==> config.mk <==
export PLATFORM = sky130hd
export DESIGN_NAME = uart_tx_flat
export DESIGN_NICKNAME = d
export VERILOG_FILES = /design/src/rtl/uart_tx_if.sv /design/src/rtl/uart_tx.sv /design/src/flat_wrapper.sv
export SDC_FILE = /design/constraint.sdc
export NUM_CORES = 1
export LEC_CHECK = 0
export CAP_MARGIN = 20
export CORE_MARGIN = 5
export CORE_UTILIZATION = 59
export DETAILED_ROUTE_END_ITERATION = 10
export GPL_TIMING_DRIVEN = 0
export PLACE_DENSITY = 0.84
export SLEW_MARGIN = 20
export SYNTH_ARGS = -nofsm -noshare
export SYNTH_HDL_FRONTEND = slang
export SYNTH_SLANG_ARGS = --single-unit
==> constraint.sdc <==
create_clock -name clk -period 4.4 [get_ports clk]
set_clock_uncertainty 0.15 [all_clocks]
set_input_delay 1.32 -clock clk [delete_from_list [all_inputs] [get_ports clk]]
set_output_delay 1.32 -clock clk [all_outputs]
set_load 0.05 [all_outputs]
==> src/rtl/uart_tx_if.sv <==
// rtl/uart_tx_if.sv - Parallel-in / serial-out handshake bundle for uart_tx
//
// Purpose: groups the byte request, frame settings and serial/busy status
// of the UART transmitter.
// Ports (signals):
//   P_DATA     [DATA_WIDTH] byte to transmit, sampled on acceptance
//   DATA_VALID              transmit request
//   PAR_EN                  1 = parity bit present
//   PAR_TYP                 0 = even, 1 = odd parity
//   Prescale   [6]          clk cycles per serial bit (0 behaves as 1)
//   TX_OUT                  serial line, idle high
//   Busy                    frame in progress
// Modports: master drives the request side, slave is the transmitter.
interface uart_tx_if #(
  parameter int DATA_WIDTH = 8
);
  logic [DATA_WIDTH-1:0] P_DATA;
  logic                  DATA_VALID;
  logic                  PAR_EN;
  logic                  PAR_TYP;
  logic [5:0]            Prescale;
  logic                  TX_OUT;
  logic                  Busy;

  modport master (
    output P_DATA, DATA_VALID, PAR_EN, PAR_TYP, Prescale,
    input  TX_OUT, Busy
  );

  modport slave (
    input  P_DATA, DATA_VALID, PAR_EN, PAR_TYP, Prescale,
    output TX_OUT, Busy
  );
endinterface

==> src/rtl/uart_tx.sv <==
// rtl/uart_tx.sv - UART transmitter: start, LSB-first data, optional parity, stop
//
// Purpose: serialises one byte per accepted request. Each bit is held for
// the latched Prescale number of clk cycles.
// Ports:
//   clk  system clock, rising edge
//   rst  asynchronous active-low reset
//   bus  uart_tx_if.slave (P_DATA, DATA_VALID, PAR_EN, PAR_TYP, Prescale
//        in; TX_OUT, Busy out, both registered)
module uart_tx #(
  parameter int DATA_WIDTH = 8
) (
  input  logic      clk,
  input  logic      rst,
  uart_tx_if.slave  bus
);
  localparam int IDX_W = (DATA_WIDTH > 1) ? $clog2(DATA_WIDTH) : 1;
  localparam logic [IDX_W-1:0] LAST_IDX = IDX_W'(DATA_WIDTH - 1);
  localparam logic [IDX_W-1:0] IDX_ONE  = IDX_W'(1);

  typedef enum logic [2:0] {
    IDLE,
    START,
    DATA,
    PARITY,
    STOP
  } state_t;

  state_t                state;
  logic [DATA_WIDTH-1:0] data_q;
  logic                  par_en_q;
  logic                  par_typ_q;
  logic [5:0]            prescale_q;
  logic [5:0]            cnt;
  logic [IDX_W-1:0]      bit_idx;
  logic                  tx_out_q;
  logic                  busy_q;
  logic                  bit_done;

  // Last clk cycle of the current serial bit.
  assign bit_done = (cnt == prescale_q - 6'd1);

  assign bus.TX_OUT = tx_out_q;
  assign bus.Busy   = busy_q;

  // TX_OUT is loaded with the next bit on the edge that ends the current
  // one, so the line value always lines up with the state that owns it.
  always_ff @(posedge clk or negedge rst) begin
    if (!rst) begin
      state      <= IDLE;
      data_q     <= '0;
      par_en_q   <= 1'b0;
      par_typ_q  <= 1'b0;
      prescale_q <= 6'd0;
      cnt        <= 6'd0;
      bit_idx    <= '0;
      tx_out_q   <= 1'b1;
      busy_q     <= 1'b0;
    end else begin
      case (state)
        IDLE: begin
          if (bus.DATA_VALID) begin
            data_q     <= bus.P_DATA;
            par_en_q   <= bus.PAR_EN;
            par_typ_q  <= bus.PAR_TYP;
            prescale_q <= (bus.Prescale == 6'd0) ? 6'd1 : bus.Prescale;
            cnt        <= 6'd0;
            bit_idx    <= '0;
            tx_out_q   <= 1'b0;
            busy_q     <= 1'b1;
            state      <= START;
          end
        end
        START: begin
          if (bit_done) begin
            cnt      <= 6'd0;
            tx_out_q <= data_q[0];
            state    <= DATA;
          end else begin
            cnt <= cnt + 6'd1;
          end
        end
        DATA: begin
          if (bit_done) begin
            cnt <= 6'd0;
            if (bit_idx == LAST_IDX) begin
              bit_idx <= '0;
              if (par_en_q) begin
                tx_out_q <= (^data_q) ^ par_typ_q;
                state    <= PARITY;
              end else begin
                tx_out_q <= 1'b1;
                state    <= STOP;
              end
            end else begin
              bit_idx  <= bit_idx + IDX_ONE;
              tx_out_q <= data_q[bit_idx + IDX_ONE];
            end
          end else begin
            cnt <= cnt + 6'd1;
          end
        end
        PARITY: begin
          if (bit_done) begin
            cnt      <= 6'd0;
            tx_out_q <= 1'b1;
            state    <= STOP;
          end else begin
            cnt <= cnt + 6'd1;
          end
        end
        STOP: begin
          if (bit_done) begin
            cnt      <= 6'd0;
            tx_out_q <= 1'b1;
            busy_q   <= 1'b0;
            state    <= IDLE;
          end else begin
            cnt <= cnt + 6'd1;
          end
        end
        default: begin
          state    <= IDLE;
          tx_out_q <= 1'b1;
          busy_q   <= 1'b0;
        end
      endcase
    end
  end
endmodule

==> src/flat_wrapper.sv <==
// flat-port wrapper written by rule: the top's interface ports become plain ports
module uart_tx_flat 
#(
  parameter int DATA_WIDTH = 8
)
  (clk, rst, bus_P_DATA, bus_DATA_VALID, bus_PAR_EN, bus_PAR_TYP, bus_Prescale, bus_TX_OUT, bus_Busy);
  uart_tx_if #(.DATA_WIDTH(DATA_WIDTH)) bus_i ();
  input  logic clk;
  input  logic rst;
  input wire logic [$bits(bus_i.P_DATA)-1:0] bus_P_DATA;
  input wire logic [$bits(bus_i.DATA_VALID)-1:0] bus_DATA_VALID;
  input wire logic [$bits(bus_i.PAR_EN)-1:0] bus_PAR_EN;
  input wire logic [$bits(bus_i.PAR_TYP)-1:0] bus_PAR_TYP;
  input wire logic [$bits(bus_i.Prescale)-1:0] bus_Prescale;
  output wire logic [$bits(bus_i.TX_OUT)-1:0] bus_TX_OUT;
  output wire logic [$bits(bus_i.Busy)-1:0] bus_Busy;
  assign bus_i.P_DATA = bus_P_DATA;
  assign bus_i.DATA_VALID = bus_DATA_VALID;
  assign bus_i.PAR_EN = bus_PAR_EN;
  assign bus_i.PAR_TYP = bus_PAR_TYP;
  assign bus_i.Prescale = bus_Prescale;
  assign bus_TX_OUT = bus_i.TX_OUT;
  assign bus_Busy = bus_i.Busy;
  uart_tx #(.DATA_WIDTH(DATA_WIDTH)) u_core (.clk(clk), .rst(rst), .bus(bus_i));
endmodule
==> flow_summary_export.csv, run 1 <==
group,metric,value,unit
logic_synthesis,synthCells,190,
timing,maxSlewHeadroom,0.558,
setup_path,required,2.93,ns
finish,antennaDiodeCount,0,
logic_synthesis,ys_types,39,
route,vias,1468,
setup_path,crit_end,"bus_TX_OUT",
placed_design,hpwl,2710,um
run,max_cap_viol_count,0,
logic_synthesis,yosysWarnings,0,
setup_path,crit_path_start,"u_core.bus.TX_OUT$_DFFE_PN1P_",
route,drc,0,
setup_path,critPathMaxStageDelay,0.79,ns
setup_path,crit_chain,"clkdlybuf4s50_1",
finish,instances_no_fill,249,
pwr,vdd_ir_drop_max,548,uV
clocking,cts_tree,"done",
timing,hold_viol_final,0,
route,wirelength,3710,um
clocking,clock_latency,0.36,ns
route,wl_per_cell,14.9,um
timing,fmax,0.316,GHz
route,initialDrtViolationCount,84,
setup_path,reg2regPathDepth,8,
finish,nets,240,
setup_path,arrival,1.70,ns
floorplanning,die-area,4100,um^2
pwr,power,1490,uW
finish,drive_gt1_frac,0.0917,
setup_path,cp.buffers_inverters,1,
placed_design,gp_congestion,0.936,
finish,layout_commonest_cell,"nand2_1",
placed_design,numPortBuffers,20,
grt,grt_pass1_wl,6380,um
timing,tightest_slew,0.664,ns
floorplanning,rows,19,
finish,final_core_util,0.727,
clocking,clockBufferDepth,2,
setup_path,r2r-end,"u_core.bit_idx[0]$_DFFE_PN0P_",
finish,layout_common_cells,"nand2_1, dfrtp_1, clkdlybuf4s50_1",
placed_design,dp_slack,1.19,ns
timing,min_period_over_period,0.720,
clocking,ctsHoldBuffers,0,
hold_path,hp-class,"flip-flop to flip-flop",
grt,grt_use_total,0.198,
clocking,clk_pin_slew,0.11,ns
setup_path,worst_setup_path_end_kind,"output port",
timing,fin_ws,1.23,ns
placed_design,dp_cells,241,
pwr,p_leak,0.000903,uW
logic_synthesis,synth_edf_count,0,
logic_synthesis,synthesis.area,1720,um^2
setup_path,crit_path_max_fanout,2,
finish,nFillCells,204,
logic_synthesis,async_flop_share,1.00,
grt,antenna_found_initial,0,
logic_synthesis,yosysTopAreaCell,"dfrtp_1",
timing,rsz0062_at_grt,"false",
grt,overflow,0,
outcome,outcome,"completed",
logic_synthesis,ys_seq_area_frac,0.436,
setup_path,critPathSlowestCell,"clkdlybuf4s50_1",
clocking,cts.sinks,30,
logic_synthesis,synth_area_per_cell,9.07,um^2
setup_path,r2r_setup_slack,1.88,ns
setup_path,critPathLaunchType,"flip-flop",
clocking,numCtsBuffers,5,
floorplanning,fp.coreArea,2780,um^2
logic_synthesis,ys.flop_type,"dfrtp_1",
setup_path,path_depth,1,
clocking,cts_resized,0,
setup_path,worstSetupPathType,"flip-flop to output port",
timing,slew_viol_final,0,
timing,finalSetupTns,0,ns
floorplanning,die_w,64.1,um
clocking,cts_setup_buffers,0,
grt,grt_max_degree,31,
floorplanning,io_pins,21,
clocking,htreeDepth,2,
floorplanning,initial_core_util,0.620,
finish,area_delta_synth_final,17.3,%
floorplanning,dieHeight,64.1,um
clocking,cts_root_buf,"clkbuf_4",
logic_synthesis,syn-num-nets,213,
logic_synthesis,ys_top_cells_by_area,"dfrtp_1, nand2_1, xnor2_1",
grt,grt_pass1_vias,1477,
timing,period_needed,3.17,ns
setup_path,cp_top_family,"buffers and inverters",
pwr,p_per_area,738,nW/um^2
timing,setup_viol,0,
setup_path,r2r-start,"u_core.prescale_q[0]$_DFFE_PN0P_",
route,first_pass_iters,4,
route,viasPerCell,5.90,
logic_synthesis,netlist.area_leader.share,0.421,
logic_synthesis,synth_seq_cells,30,
route,ant_nets,0,
==> area by class of cell <==
class,instances,area [um^2],share of cell area
clock buffers,6,51.3,0.0254
plain buffers,6,22.5,0.0111
inverters,6,22.5,0.0111
flip-flops and latches,30,752,0.372
repair buffers,20,195,0.0965
multi-input cells,148,927,0.459
well taps,31,38.8,0.0192
clock inverters,2,12.5,0.00619
==> how the worst min path moves through the flow <==
stage          slack [ns]                                to                        startpoint  depth (start not counted)
5_1_grt              0.39      u_core.par_typ_q$_DFFE_PN0P_      u_core.par_typ_q$_DFFE_PN0P_                          2
4_1_cts              0.36      u_core.par_typ_q$_DFFE_PN0P_      u_core.par_typ_q$_DFFE_PN0P_                          2
6_report             0.36      u_core.par_typ_q$_DFFE_PN0P_      u_core.par_typ_q$_DFFE_PN0P_                          2
2_1_floorplan        0.32  u_core.prescale_q[5]$_DFFE_PN0P_  u_core.prescale_q[5]$_DFFE_PN0P_                          2
3_3_place_gp         0.33     u_core.bit_idx[1]$_DFFE_PN0P_     u_core.bit_idx[1]$_DFFE_PN0P_                          1
3_5_place_dp         0.34      u_core.par_typ_q$_DFFE_PN0P_      u_core.par_typ_q$_DFFE_PN0P_                          2
==> metal layers <==
metal	wire length [um]	track usage	share of wire
met5	0	0	0
met4	61	0.0909	0.016
met3	242	0.0648	0.065
met2	1770	0.299	0.48
met1	1640	0.256	0.44
==> flip-flops by register name, summed over array words and instances (netlist names) <==
signal             cells
u_core.bit_idx         3
u_core.data_q          8
u_core.cnt             6
u_core.state           3
u_core.bus.TX_OUT      1
u_core.bus.Busy        1
u_core.par_en_q        1
u_core.par_typ_q       1
u_core.prescale_q      6
==> metrics by stage <==
step | hold slack (ns) | cell area [um^2]
floorplan | 0.315 | 1720
global placement | 0.332 | 1960
detailed placement | 0.338 | 1960
CTS | 0.362 | 2020
global route | 0.386 | 2020
finish | 0.358 | 2020
==> cells in the mapped netlist, types with 3 or more instances <==
cell type and instances:
nand2_1 50, a21oi_1 7, a22o_1 3, dfrtp_1 29, inv_1 6, clkbuf_1 6
nor2b_1 3, xnor2_1 12, nand3_1 8, o21ai_0 13, nor2_1 9, ha_1 4
==> power breakdown <==
part	total, uW	internal, uW	switching [uW]
sequential	509	387	123
clock	184	76.7	107
combinational	800	355	444
total	1490	819	674
==> cells by family after synthesis <==
| group | share of synthesized area |
|---|---|
| muxes | 0.0377 |
| adders and majority gates | 0.0290 |
| AOI/OAI and AO/OA | 0.168 |
| DFF | 0.436 |
| and+or+nand+nor | 0.232 |
| xor gates and xnor gates | 0.0711 |
| buffers and inverters | 0.0261 |
(Power assumes the default switching activity.)
==> inputs of run 2 (changes only) <==
--- a/config.mk
+++ b/config.mk
@@ -7,10 +7,10 @@
 export LEC_CHECK = 0
 export CAP_MARGIN = 20
 export CORE_MARGIN = 5
-export CORE_UTILIZATION = 59
+export CORE_UTILIZATION = 55
 export DETAILED_ROUTE_END_ITERATION = 10
 export GPL_TIMING_DRIVEN = 0
-export PLACE_DENSITY = 0.84
+export PLACE_DENSITY = 0.79
 export SLEW_MARGIN = 20
 export SYNTH_ARGS = -nofsm -noshare
 export SYNTH_HDL_FRONTEND = slang
==> constraint.sdc (replaced) <==
create_clock -name clk -period 3.09 [get_ports clk]
set_clock_uncertainty 0.15 [all_clocks]
set_input_delay 0.927 -clock clk [delete_from_list [all_inputs] [get_ports clk]]
set_output_delay 0.927 -clock clk [all_outputs]
set_load 0.05 [all_outputs]
==> run 2 against run 1 <==
Non-clock buffer count unchanged. Final area is 1.5% higher. Clock power is 56% higher. Sequential cell count stayed put. Sequential share of layout area fell by 0.57 points. Die area increased by 6.1%. Register-to-register slack got worse by 1.3 ns. Combinational power rose by 42%. Via count shrank 1.4%. First-iteration DRC count up 62%. Sequential power is 41% higher. Global-route usage decreased by 0.67 points.
==> flow_summary_export.csv, run 2 (synthesized netlist as in run 1, its figures left out) <==
group,metric,value,unit
outcome,outcome,"completed",
placed_design,dpl_cell_area,1970,um^2
timing,fmax,0.366,GHz
timing,rsz0062_at_grt,"false",
route,first_pass_iters,4,
finish,regMostFlops,"u_core.data_q",
finish,nets,240,
floorplanning,rows,20,
setup_path,cp.buffers_inverters,1,
clocking,cts_tree,"done",
setup_path,worstSetupPathType,"flip-flop to output port",
timing,finalSetupTns,0,ns
run,max_cap_viol_count,0,
grt,overflow,0,
pwr,vdd_ir_drop_max,544,uV
route,initialDrtViolationCount,136,
setup_path,crit_path_max_fanout,2,
finish,area_delta_synth_final,19.1,%
floorplanning,initial_core_util,0.569,
setup_path,critPathSlowestCell,"clkdlybuf4s50_1",
setup_path,crit_chain,"clkdlybuf4s50_1",
clocking,cts_root_buf,"clkbuf_4",
clocking,numCtsBuffers,5,
finish,layout_commonest_cell,"nand2_1",
placed_design,gp_congestion,0.931,
clocking,cts_setup_buffers,0,
floorplanning,dieHeight,66.0,um
floorplanning,io_pins,21,
setup_path,worst_setup_path_end_kind,"output port",
finish,final_area,2050,um^2
timing,tightest_slew,0.651,ns
clocking,clockBufferDepth,2,
route,wirelength,3570,um
setup_path,critPathMaxStageDelay,0.80,ns
floorplanning,die-area,4350,um^2
finish,final_core_util,0.678,
route,viasPerCell,5.52,
timing,hold_viol_final,0,
floorplanning,die_w,66.0,um
timing,period_needed,2.74,ns
route,wl_per_cell,13.6,um
grt,grt_pass1_vias,1472,
pwr,p_leak,0.000913,uW
grt,grt_pass1_wl,6380,um
finish,instances_no_fill,262,
grt,grt_max_degree,31,
finish,reg.largest.list,"u_core.data_q (8), u_core.cnt (6), u_core.prescale_q (6)",
placed_design,numPortBuffers,20,
timing,setup_viol,0,
grt,grt_use_total,0.191,
pwr,power,2140,uW
route,vias,1447,
finish,antennaDiodeCount,0,
clocking,cts_resized,0,
floorplanning,fp.coreArea,3030,um^2
finish,nFillCells,251,
clocking,htreeDepth,2,
pwr,p_per_area,1040,nW/um^2
clocking,cts.sinks,30,
hold_path,hp-class,"flip-flop to flip-flop",
finish,largest_register_ffs,8,
clocking,clock_latency,0.33,ns
clocking,ctsHoldBuffers,0,
setup_path,critPathLaunchType,"flip-flop",
setup_path,required,2.01,ns
setup_path,arrival,1.66,ns
timing,min_period_over_period,0.885,
grt,antenna_found_initial,0,
placed_design,hpwl,2760,um
clocking,clk_pin_slew,0.09,ns
timing,slew_viol_final,0,
placed_design,dp_cells,254,
timing,maxSlewHeadroom,0.561,
route,drc,0,
route,ant_nets,0,
setup_path,cp_top_family,"buffers and inverters",
finish,layout_common_cells,"nand2_1, dfrtp_1, clkdlybuf4s50_1",
finish,drive_gt1_frac,0.0917,
==> run 2: path summary, 6_finish.rpt <==
kind,start,to,slack (ns),cells past startpoint
worst max register to register,u_core.prescale_q[0]$_DFFE_PN0P_,u_core.bit_idx[0]$_DFFE_PN0P_,0.60,8
worst max-delay path,u_core.bus.TX_OUT$_DFFE_PN1P_,bus_TX_OUT,0.35,1
max in group asynchronous,rst,u_core.prescale_q[0]$_DFFE_PN0P_,1.90,1
worst min-delay path,u_core.bit_idx[1]$_DFFE_PN0P_,u_core.bit_idx[1]$_DFFE_PN0P_,0.36,1
worst min register to register,u_core.bit_idx[1]$_DFFE_PN0P_,u_core.bit_idx[1]$_DFFE_PN0P_,0.36,1
min in group asynchronous,rst,u_core.cnt[0]$_DFFE_PN0P_,0.46,1
==> run 2: area by class of cell <==
class                   count  area [um^2]  share of cell area
multi-input cells         148          927               0.452
flip-flops and latches     30          752               0.366
repair buffers             20          195              0.0951
clock buffers               8         78.8              0.0384
well taps                  44         55.1              0.0268
plain buffers               6         22.5              0.0110
inverters                   6         22.5              0.0110
==> run 2: worst reg2reg max path: stages (launching register included) <==
cell,delay (ns)
dfrtp_1,0.43
inv_1,0.08
ha_1,0.23
nor2b_1,0.13
or3_1,0.36
a31oi_2,0.31
nand2_4,0.14
o31a_1,0.30
a22o_1,0.24
==> run 2: metal layers <==
| layer | part of all wire | global-route usage | routed length, um |
|---|---|---|---|
| met4 | 0.014 | 0.0609 | 51 |
| met2 | 0.50 | 0.320 | 1790 |
| met5 | 0 | 0 | 0 |
| met3 | 0.052 | 0.0544 | 184 |
| met1 | 0.43 | 0.237 | 1550 |
==> run 2: through the flow <==
stage / hold WS [ns] / setup WS [ns]
after floorplan: 0.315 / 0.777
after global placement: 0.334 / 0.313
after detailed placement: 0.341 / 0.263
after CTS: 0.362 / 0.332
after global routing: 0.381 / 0.290
final: 0.364 / 0.354
==> run 2: power breakdown <==
part	internal (uW)	leakage, uW	total [uW]	switching [uW]
Sequential	551	0.000379	717	167
Clock	155	0.0000446	287	132
Combinational	504	0.000490	1140	633
Total	1210	0.000913	2140	931
==> inputs of run 3 (changes only) <==
--- a/config.mk
+++ b/config.mk
@@ -10,7 +10,9 @@
 export CORE_UTILIZATION = 55
 export DETAILED_ROUTE_END_ITERATION = 10
 export GPL_TIMING_DRIVEN = 0
+export HOLD_SLACK_MARGIN = 0.1
 export PLACE_DENSITY = 0.79
+export REMOVE_ABC_BUFFERS = 1
 export SLEW_MARGIN = 20
 export SYNTH_ARGS = -nofsm -noshare
 export SYNTH_HDL_FRONTEND = slang
==> constraint.sdc (replaced) <==
create_clock -name clk -period 3 [get_ports clk]
set_clock_uncertainty 0.15 [all_clocks]
set_input_delay 0.9 -clock clk [delete_from_list [all_inputs] [get_ports clk]]
set_output_delay 0.9 -clock clk [all_outputs]
set_load 0.05 [all_outputs]
==> run 3 against run 2 <==
Global-route usage shrank 1.0 points. First-iteration DRC count shrank 71%. Count of clock-buffer cells in the layout decreased by 1. Register-to-register slack lost 0.15 ns. Cell count down 2.3%. Routed wire length decreased by 2.8%. Clock power fell by 11%. Sequential power rose by 7.4%. Final area fell by 1.9%. Total power down 0.27%. Critical endpoint unchanged. Highest routed layer unchanged.
==> flow_summary_export.csv, run 3 (synthesized netlist as in run 1, its figures left out) <==
group,metric,value,unit
finish,final_area,2010,um^2
run,max_cap_viol_count,0,
timing,fmax,0.368,GHz
route,first_pass_iters,4,
finish,antennaDiodeCount,0,
floorplanning,die-area,4350,um^2
grt,grt_pass1_vias,1337,
finish,largest_register_ffs,8,
route,drc,0,
finish,layout_commonest_cell,"nand2_1",
setup_path,required,1.95,ns
clocking,htreeDepth,2,
clocking,clock_latency,0.33,ns
timing,slew_viol_final,0,
timing,maxSlewHeadroom,0.552,
grt,antenna_found_initial,0,
finish,instances_no_fill,256,
setup_path,cp.buffers_inverters,1,
timing,min_period_over_period,0.905,
clocking,cts_root_buf,"clkbuf_4",
pwr,p_per_area,1060,nW/um^2
placed_design,dpl_cell_area,1950,um^2
finish,layout_common_cells,"nand2_1, dfrtp_1, clkdlybuf4s50_1",
clocking,numCtsBuffers,5,
clocking,ctsHoldBuffers,0,
placed_design,gp_congestion,0.831,
setup_path,critPathLaunchType,"flip-flop",
timing,hold_viol_final,0,
clocking,cts_resized,0,
floorplanning,dieHeight,66.0,um
timing,setup_viol,0,
clocking,clk_pin_slew,0.10,ns
timing,tightest_slew,0.671,ns
finish,area_delta_synth_final,16.8,%
setup_path,crit_chain,"clkdlybuf4s50_1",
route,vias,1404,
setup_path,arrival,1.67,ns
floorplanning,rows,20,
placed_design,numPortBuffers,20,
timing,rsz0062_at_grt,"false",
route,initialDrtViolationCount,40,
pwr,p_leak,0.000897,uW
outcome,outcome,"completed",
floorplanning,io_pins,21,
route,viasPerCell,5.48,
finish,drive_gt1_frac,0.0943,
grt,grt_pass1_wl,5960,um
finish,regMostFlops,"u_core.data_q",
finish,nets,234,
route,ant_nets,0,
clocking,cts_setup_buffers,0,
timing,finalSetupTns,0,ns
pwr,vdd_ir_drop_max,521,uV
floorplanning,initial_core_util,0.569,
setup_path,critPathSlowestCell,"clkdlybuf4s50_1",
route,wirelength,3470,um
setup_path,worst_setup_path_end_kind,"output port",
clocking,cts_tree,"done",
finish,reg.largest.list,"u_core.data_q (8), u_core.cnt (6), u_core.prescale_q (6)",
grt,grt_use_total,0.181,
timing,period_needed,2.72,ns
floorplanning,fp.coreArea,3030,um^2
clocking,clockBufferDepth,2,
setup_path,cp_top_family,"buffers and inverters",
floorplanning,die_w,66.0,um
route,wl_per_cell,13.6,um
grt,overflow,0,
hold_path,hp-class,"flip-flop to flip-flop",
setup_path,worstSetupPathType,"flip-flop to output port",
placed_design,dp_cells,248,
clocking,cts.sinks,30,
setup_path,critPathMaxStageDelay,0.79,ns
setup_path,crit_path_max_fanout,2,
placed_design,hpwl,2510,um
grt,grt_max_degree,31,
-- run 3: cell types whose count changed in the layout (fill, tap and decap cells not counted), sizes merged --
cell	change
clkinv	+1
clkbuf	-7
-- run 3: worst reg2reg max path: cells and delay by family, from the launching register on --
kind,cells,cell delay (ns)
DFF,1,0.46
and+or+nand+nor,3,0.64
adders and majority gates,1,0.24
buffers and inverters,1,0.08
AOI/OAI and AO/OA,3,0.85
-- run 3: report_power, final --
group | switching (uW) | internal [uW] | total [uW]
Clock | 140 | 113 | 254
Combinational | 605 | 508 | 1110
Sequential | 203 | 567 | 770
-- run 3: layer usage --
| layer | wire length [um] | GRT usage | up-vias | share of wire |
|---|---|---|---|---|
| met3 | 160 | 0.0527 | 5 | 0.046 |
| li1 | - | - | 703 | - |
| met5 | 0 | 0 | - | 0 |
| met2 | 1730 | 0.314 | 24 | 0.50 |
| met1 | 1540 | 0.204 | 672 | 0.44 |
| met4 | 44 | 0.0787 | 0 | 0.013 |
-- run 3: stage by stage --
| stage | hold WS, ns | worst slack [ns] | utilization | total power, uW |
|---|---|---|---|---|
| final | 0.358 | 0.285 | 0.665 | 2140 |
| after global routing | 0.377 | 0.232 | 0.665 | 2310 |
| after CTS | 0.365 | 0.260 | 0.664 | 2150 |
| after detailed placement | 0.340 | 0.0969 | 0.645 | 1890 |
| after global placement | 0.335 | 0.0932 | 0.646 | 1840 |
| after floorplan | 0.315 | 0.687 | - | 1640 |
-- run 3: layout make-up --
type,instances,area (um^2)
inverters,6,22.5
clock inverters,1,5.00
fillers,253,1010
clock buffers,7,55.1
multi-input cells,148,930
flip-flops and latches,30,752
repair buffers,20,195
well taps,44,55.1
-- run 3: worst paths after layout --
| kind | slack [ns] | cells past startpoint | from | to |
|---|---|---|---|---|
| max in group asynchronous | 1.82 | 1 | rst | u_core.bit_idx[2]$_DFFE_PN0P_ |
| worst min-delay path | 0.36 | 2 | u_core.prescale_q[5]$_DFFE_PN0P_ | u_core.prescale_q[5]$_DFFE_PN0P_ |
| worst min register to register | 0.36 | 2 | u_core.prescale_q[5]$_DFFE_PN0P_ | u_core.prescale_q[5]$_DFFE_PN0P_ |
| worst max-delay path | 0.28 | 1 | u_core.bus.TX_OUT$_DFFE_PN1P_ | bus_TX_OUT |
| min in group asynchronous | 0.44 | 1 | rst | u_core.prescale_q[5]$_DFFE_PN0P_ |
| worst max register to register | 0.45 | 8 | u_core.prescale_q[0]$_DFFE_PN0P_ | u_core.bit_idx[2]$_DFFE_PN0P_ |
